## config.mk

```make
export PLATFORM = sky130hd
export DESIGN_NAME = dds_rom_sequencer
export DESIGN_NICKNAME = d
export VERILOG_FILES = /design/src/rtl/dds_pkg.sv /design/src/rtl/dds_mod_add.sv /design/src/rtl/dds_rom_sequencer.sv
export SDC_FILE = /design/constraint.sdc
export NUM_CORES = 1
export LEC_CHECK = 0
export CAP_MARGIN = 15
export CELL_PAD_IN_SITES_DETAIL_PLACEMENT = 0
export CELL_PAD_IN_SITES_GLOBAL_PLACEMENT = 1
export CORE_AREA = 10 10 141 169
export CTS_CLUSTER_DIAMETER = 30
export DETAILED_ROUTE_END_ITERATION = 8
export DIE_AREA = 0 0 151 179
export HOLD_SLACK_MARGIN = 0.08
export PLACE_DENSITY_LB_ADDON = 0.1
export SLEW_MARGIN = 5
export SYNTH_ARGS = -nofsm -noshare
export SYNTH_HDL_FRONTEND = slang
export SYNTH_SLANG_ARGS = --single-unit
export TNS_END_PERCENT = 5
```

## constraint.sdc

```tcl
create_clock -name clk -period 4.1 [get_ports clk]
set_input_delay 0.82 -clock clk [delete_from_list [all_inputs] [get_ports clk]]
set_output_delay 0.82 -clock clk [all_outputs]
set_load 0.01 [all_outputs]
```

## src/rtl/dds_pkg.sv

```systemverilog
// Shared constants and the fixed-point phase type for the DDS sequencer.
package dds_pkg;
  localparam int DEPTH  = 400;
  localparam int ADDR_W = 9;
  localparam int DATA_W = 8;
  localparam int FRAC_W = 8;

  typedef struct packed {
    logic [ADDR_W-1:0] ip;
    logic [FRAC_W-1:0] fp;
  } phase_t;
endpackage

```

## src/rtl/dds_mod_add.sv

```systemverilog
// Modulo-DEPTH adder: a + b + cin with one conditional subtract (operands < DEPTH).
module dds_mod_add #(
  parameter int DEPTH  = dds_pkg::DEPTH,
  parameter int ADDR_W = dds_pkg::ADDR_W
) (
  input  logic [ADDR_W-1:0] a_i,
  input  logic [ADDR_W-1:0] b_i,
  input  logic              cin_i,
  output logic [ADDR_W-1:0] sum_o
);
  localparam logic [ADDR_W:0] DEPTH_V = (ADDR_W+1)'(DEPTH);

  logic [ADDR_W:0] raw;
  logic [ADDR_W:0] wrapped;

  assign raw     = {1'b0, a_i} + {1'b0, b_i} + {{ADDR_W{1'b0}}, cin_i};
  assign wrapped = raw - DEPTH_V;
  assign sum_o   = (raw >= DEPTH_V) ? wrapped[ADDR_W-1:0] : raw[ADDR_W-1:0];
endmodule

```

## src/rtl/dds_rom_sequencer.sv

```systemverilog
// Two-channel DDS sequencer sharing one combinational ROM port on alternate cycles,
// with a valid/ready config port that applies at the target channel's next issue slot.
module dds_rom_sequencer
  import dds_pkg::phase_t;
#(
  parameter int DEPTH  = dds_pkg::DEPTH,
  parameter int ADDR_W = dds_pkg::ADDR_W,
  parameter int DATA_W = dds_pkg::DATA_W,
  parameter int FRAC_W = dds_pkg::FRAC_W
) (
  input  logic                     clk,
  input  logic                     rst_n,
  output logic [ADDR_W-1:0]        rom_addr,
  input  logic [DATA_W-1:0]        rom_rd_data,
  input  logic                     cfg_valid,
  output logic                     cfg_ready,
  input  logic                     cfg_ch,
  input  logic                     cfg_en,
  input  logic                     cfg_clr,
  input  logic [ADDR_W+FRAC_W-1:0] cfg_step,
  input  logic [ADDR_W-1:0]        cfg_poff,
  output logic                     cfg_err,
  output logic [DATA_W-1:0]        ch0_data,
  output logic [DATA_W-1:0]        ch1_data,
  output logic                     ch0_valid,
  output logic                     ch1_valid
);
  localparam logic [ADDR_W:0] DEPTH_V = (ADDR_W+1)'(DEPTH);

  logic                    rom_ch_q, rom_ch_d;
  logic                    issue_act_q, issue_act_d;
  logic [ADDR_W-1:0]       rom_addr_q, rom_addr_d;
  logic                    pend_q, pend_d;
  logic                    pend_ch_q, pend_en_q, pend_clr_q;
  phase_t                  pend_step_q;
  logic [ADDR_W-1:0]       pend_poff_q;
  logic                    cfg_err_q, cfg_err_d;
  logic                    accept, bad_req, apply_any;
  logic [1:0][ADDR_W-1:0]  issue_addr;
  logic [1:0]              en_eff;
  logic [1:0]              valid_vec;
  logic [1:0][DATA_W-1:0]  data_vec;

  assign cfg_ready = ~pend_q;
  assign accept    = cfg_valid & cfg_ready;
  assign bad_req   = ({1'b0, cfg_step[ADDR_W+FRAC_W-1:FRAC_W]} >= DEPTH_V) |
                     ({1'b0, cfg_poff} >= DEPTH_V);
  // The channel being issued this edge is ~rom_ch_q.
  assign apply_any = pend_q & (pend_ch_q == ~rom_ch_q);

  always_comb begin
    rom_ch_d    = ~rom_ch_q;
    rom_addr_d  = rom_ch_q ? issue_addr[0] : issue_addr[1];
    issue_act_d = rom_ch_q ? en_eff[0] : en_eff[1];
    cfg_err_d   = accept & bad_req;
    pend_d      = pend_q;
    if (apply_any) begin
      pend_d = 1'b0;
    end else if (accept & ~bad_req) begin
      pend_d = 1'b1;
    end
  end

  always_ff @(posedge clk or negedge rst_n) begin
    if (!rst_n) begin
      rom_ch_q    <= 1'b1;
      issue_act_q <= 1'b0;
      rom_addr_q  <= '0;
      pend_q      <= 1'b0;
      pend_ch_q   <= 1'b0;
      pend_en_q   <= 1'b0;
      pend_clr_q  <= 1'b0;
      pend_step_q <= '0;
      pend_poff_q <= '0;
      cfg_err_q   <= 1'b0;
    end else begin
      rom_ch_q    <= rom_ch_d;
      issue_act_q <= issue_act_d;
      rom_addr_q  <= rom_addr_d;
      pend_q      <= pend_d;
      cfg_err_q   <= cfg_err_d;
      if (accept & ~bad_req) begin
        pend_ch_q   <= cfg_ch;
        pend_en_q   <= cfg_en;
        pend_clr_q  <= cfg_clr;
        pend_step_q <= cfg_step;
        pend_poff_q <= cfg_poff;
      end
    end
  end

  for (genvar gi = 0; gi < 2; gi++) begin : g_ch
    localparam logic CH = (gi != 0);

    logic              issue, apply, clr_now, cap;
    phase_t            acc_q, acc_d, step_q, step_d;
    logic [ADDR_W-1:0] poff_q, poff_d, base, poff_eff, int_sum;
    logic              en_q, en_d, valid_q, valid_d;
    logic [DATA_W-1:0] data_q, data_d;
    logic [FRAC_W:0]   frac_sum;

    assign issue    = (rom_ch_q != CH);
    assign apply    = issue & pend_q & (pend_ch_q == CH);
    assign clr_now  = apply & pend_clr_q;
    assign cap      = issue_act_q & (rom_ch_q == CH);
    assign frac_sum = {1'b0, acc_q.fp} + {1'b0, step_q.fp};
    // An apply edge already issues with the new offset (and zero phase on clear).
    assign base     = clr_now ? '0 : acc_q.ip;
    assign poff_eff = apply ? pend_poff_q : poff_q;
    assign en_eff[gi] = apply ? pend_en_q : en_q;

    dds_mod_add #(.DEPTH(DEPTH), .ADDR_W(ADDR_W)) u_acc_add (
      .a_i  (acc_q.ip),
      .b_i  (step_q.ip),
      .cin_i(frac_sum[FRAC_W]),
      .sum_o(int_sum)
    );

    dds_mod_add #(.DEPTH(DEPTH), .ADDR_W(ADDR_W)) u_off_add (
      .a_i  (base),
      .b_i  (poff_eff),
      .cin_i(1'b0),
      .sum_o(issue_addr[gi])
    );

    // The update at an apply edge still uses the old step; the new one takes over next slot.
    always_comb begin
      acc_d  = acc_q;
      step_d = step_q;
      poff_d = poff_q;
      en_d   = en_q;
      if (clr_now) begin
        acc_d = '0;
      end else if (issue & en_eff[gi]) begin
        acc_d = {int_sum, frac_sum[FRAC_W-1:0]};
      end
      if (apply) begin
        step_d = pend_step_q;
        poff_d = pend_poff_q;
        en_d   = pend_en_q;
      end
      valid_d = cap;
      data_d  = cap ? rom_rd_data : data_q;
    end

    always_ff @(posedge clk or negedge rst_n) begin
      if (!rst_n) begin
        acc_q   <= '0;
        step_q  <= '0;
        poff_q  <= '0;
        en_q    <= 1'b0;
        valid_q <= 1'b0;
        data_q  <= '0;
      end else begin
        acc_q   <= acc_d;
        step_q  <= step_d;
        poff_q  <= poff_d;
        en_q    <= en_d;
        valid_q <= valid_d;
        data_q  <= data_d;
      end
    end

    assign valid_vec[gi] = valid_q;
    assign data_vec[gi]  = data_q;
  end

  assign rom_addr  = rom_addr_q;
  assign cfg_err   = cfg_err_q;
  assign ch0_data  = data_vec[0];
  assign ch1_data  = data_vec[1];
  assign ch0_valid = valid_vec[0];
  assign ch1_valid = valid_vec[1];
endmodule

```

==> impl_results.md <==
- Routed len/inst: 18.0 µm
- Post-route core utilization: 51.5%
- Worst-case reg-to-reg path depth: 21
- Clock Latency Late Sink: 430 ps
- Setup violations, final: 6
- Synth async-reset ratio: 100%
- Yosys top cell by area: dfrtp_1
- Syn Area/Cell: approximately 11 µm²
- Largest net degree at the start of global routing: slightly below 90
- Min Tclk post-route: between 4000 and 5000 ps
- Synth Flop Type: dfrtp_1
- Reg clk slew, reported paths: roughly 60 ps
- EDFF count, synth: 0
- Die ar.: 27000 µm²
- Worst Path Required: ~4500 ps
- Initial antenna violation count: 1
- Final WL: 21.4 mm
- CTS Buf Count: 17
- RePlAce Congestion: 0.862
- Drt first pass iters: 4
- Vias post-DR: 6397
- Top Ports: between 60 and 70
- H-tree Lvls: 4
- Count of cell types in the netlist: 60
- RSZ-0062 raised after global routing: true
- Largest cells by area after synthesis: dfrtp_1 (43%), mux2_2 (13%), ha_1 (8.5%)
- Post-Synthesis Cells: about 790
- CTS tree: done
- Final WS setup: -96.9 ps
- DRC Markers: 0
- All-layer global routing usage: between 10% and 20%
- Hold crit path type: input pin to asynchronous set/reset pin
- Worst setup EP type: register
- Worst-path cell chain: ha_1, fa_2, a21o_1, a21oi_2, o21bai_1, a21oi_2, nor2b_1, o21ai_1, nand2b_1, fa_2, buf_4, a21o_1, a2111oi_4, xor2_1, ha_1, nand3_1, a21oi_2, nand3b_1, and2_4, nor4bb_1, a211o_1
- Crit path max-delay family: compound AO/OA/AOI/OAI gates
- Clock tree buffer depth: 2
- Relative slew slack: 35.1%
- Clock root cell: clkbuf_16
- Nets: 1013
- CP max FO: 3
- Post-DRT Antenna Nets: 0
- Core Region: 20600 µm²
- First-pass GRT wire length: 35.4 mm
- Number of global-route vias before repair: 6955
- Initial Util: 41.3%
- Setup CP Type: register to register
- Die Y: 179 µm
- Number of DRC violations after detailed-routing iteration 0: 217
- Count of state elements after synthesis: 148
- Crit-path max cell delay: 390 ps
- Clock sinks: 148
- Startpoint type of the worst setup path: register
- Period utilization: 102%
- Layout area overhead: 24.6%
- Grt ovf: 0
- Port bufs: 68
- Cell Rows: 58
- F_max: approximately 240 MHz
- DR vias/cell: 5.37
- Leading cell type in the layout, fill and taps excluded: dfrtp_1
- Post-synth top area share: roughly 43%
- Worst R2R Start: g_ch[0].acc_q[0]
- Hold buffers post-CTS: 0
- Status: finished, violations left
- Register area share after synthesis: 43.5%
- Synth warn: 0
- Syn nets: approximately 900
- Commonest non-fill, non-tap cells in the layout: dfrtp_1 (147), mux2_2 (102), clkdlybuf4s50_1 (67)
- Max Clock Skew: approximately 9 ps
- MaxCap Viol Count: 0
- Synthesized area: 8510 µm²
- Critical R2R Capture: g_ch[0].acc_q[15]
- Hold WS: 442 ps
- Critical path's slowest cell: dfrtp_1
- Flop2flop setup slack: -100 ps
- Failing checks: negative setup slack
- Detailed placement HPWL: 16.3 mm
- Slew Limit Fails: 0
- Die Wd: 151 µm
- Share of cells above drive strength 1: 25.5%
- Final hold viol count: 0
- Worst EP arrival: 4570 ps
- Worst path bufs/invs: 1
- Worst path most repeated cell: a21oi_2
- Slew at the pin closest to its max-slew limit: approximately 970 ps
sequential cells by signal (all words and copies together), names as in the netlist, 2 cells and up:
register / count
g_ch.step_q: 34
ch1_data: 8
pend_poff_q: 9
rom_addr: 9
g_ch.acc_q: 34
ch0_data: 8
g_ch.en_q: 2
pend_step_q: 17
g_ch.poff_q: 18
metrics by stage:
| step | TNS [ps] | cell area [µm²] | std cells | setup WS [ps] |
|---|---|---|---|---|
| final | -322 | 10600 | 1191 | -96.9 |
| after CTS | -745 | 10600 | 1188 | -183 |
| after global routing | -4050 | 10600 | 1190 | -458 |
| after global placement | -1460 | 9870 | 1152 | -251 |
| after detailed placement | -2710 | 9870 | 1152 | -365 |
| after floorplan | -227 | 8560 | 787 | -72.3 |
per-layer routing:
layer | up-vias | wire length [µm] | GRT usage [%] | part of all wire [%]
li1 | 3107 | - | - | -
met1 | 3139 | 8870 | 19.2 | 41
met2 | 123 | 11100 | 29.1 | 52
met3 | 28 | 1020 | 3.59 | 4.8
met4 | 0 | 441 | 6.31 | 2.1
met5 | - | 0 | 0 | 0
worst register-to-register path, stage by stage, from the launching register on:
cell and delay [ps]:
dfrtp_1 390, ha_1 230, fa_2 350, a21o_1 170, a21oi_2 150, o21bai_1 90, a21oi_2 170, nor2b_1 60
o21ai_1 130, nand2b_1 90, fa_2 360, buf_4 150, a21o_1 190, a2111oi_4 320, xor2_1 130, ha_1 210
nand3_1 80, a21oi_2 40, nand3b_1 190, and2_4 180, nor4bb_1 300, a211o_1 140
Yosys cell counts (all sizes together) (3+ instances only):
master and number:
dfrtp 147, nand4 4, nand3b 4, mux2 103, or3 4, nand3 9
or2 3, a21oi 58, o211ai 6, a211o 4, nand2b 8, o21a 3
nor2 33, xnor2 30, and3 8, fa 8, o21bai 7, a31oi 11
clkbuf 20, nor3 15, a2111oi 3, a41oi 3, inv 26, mux2i 6
o21ai 41, and2 21, nor4b 3, o2111a 3, buf 4, xor2 11
a211oi 16, nand2 61, ha 58, a21o 17, nor2b 4
cell type report:
class / count / area [µm²]
Antenna cell: 1 / 2.50
Clock buffer: 19 / 433
Clock inverter: 13 / 110
Fill cell: 1891 / 10000
Inverter: 27 / 101
Multi-Input combinational cell: 588 / 4810
Sequential cell: 148 / 3700
Tap cell: 270 / 338
Timing Repair Buffer: 125 / 1110
cells by family after synthesis:
| group | synth area share, % |
|---|---|
| XOR/XNOR | 4.22 |
| AND/OR/NAND/NOR | 11.0 |
| adder cells (fa/ha/maj) | 10.4 |
| buffers and inverters | 2.25 |
| flip-flops | 43.5 |
| multiplexers | 14.4 |
| AO/OA/AOI/OAI | 14.3 |
how the worst max path moves through the flow:
stage	startpoint	to	slack (ps)	cells past startpoint
floorplan	g_ch[0].acc_q[0]	g_ch[0].acc_q[13]	-70	21
global placement	g_ch[0].acc_q[0]	g_ch[0].acc_q[13]	-250	21
detailed placement	g_ch[0].acc_q[0]	g_ch[0].acc_q[13]	-370	21
CTS	g_ch[1].acc_q[0]	g_ch[1].acc_q[15]	-180	20
global route	g_ch[0].acc_q[0]	g_ch[0].acc_q[13]	-460	21
finish	g_ch[0].acc_q[0]	g_ch[0].acc_q[15]	-100	21
what timing repair did:
item,in CTS,in global routing
gates resized for setup,25,9
endpoints found under the setup margin,12,15
pin swaps,17,10
buffers inserted,4,1
Power is left out: the tool's default activity adds up to more than one toggle a clock period on the data nets, which glitch-free logic cannot reach.
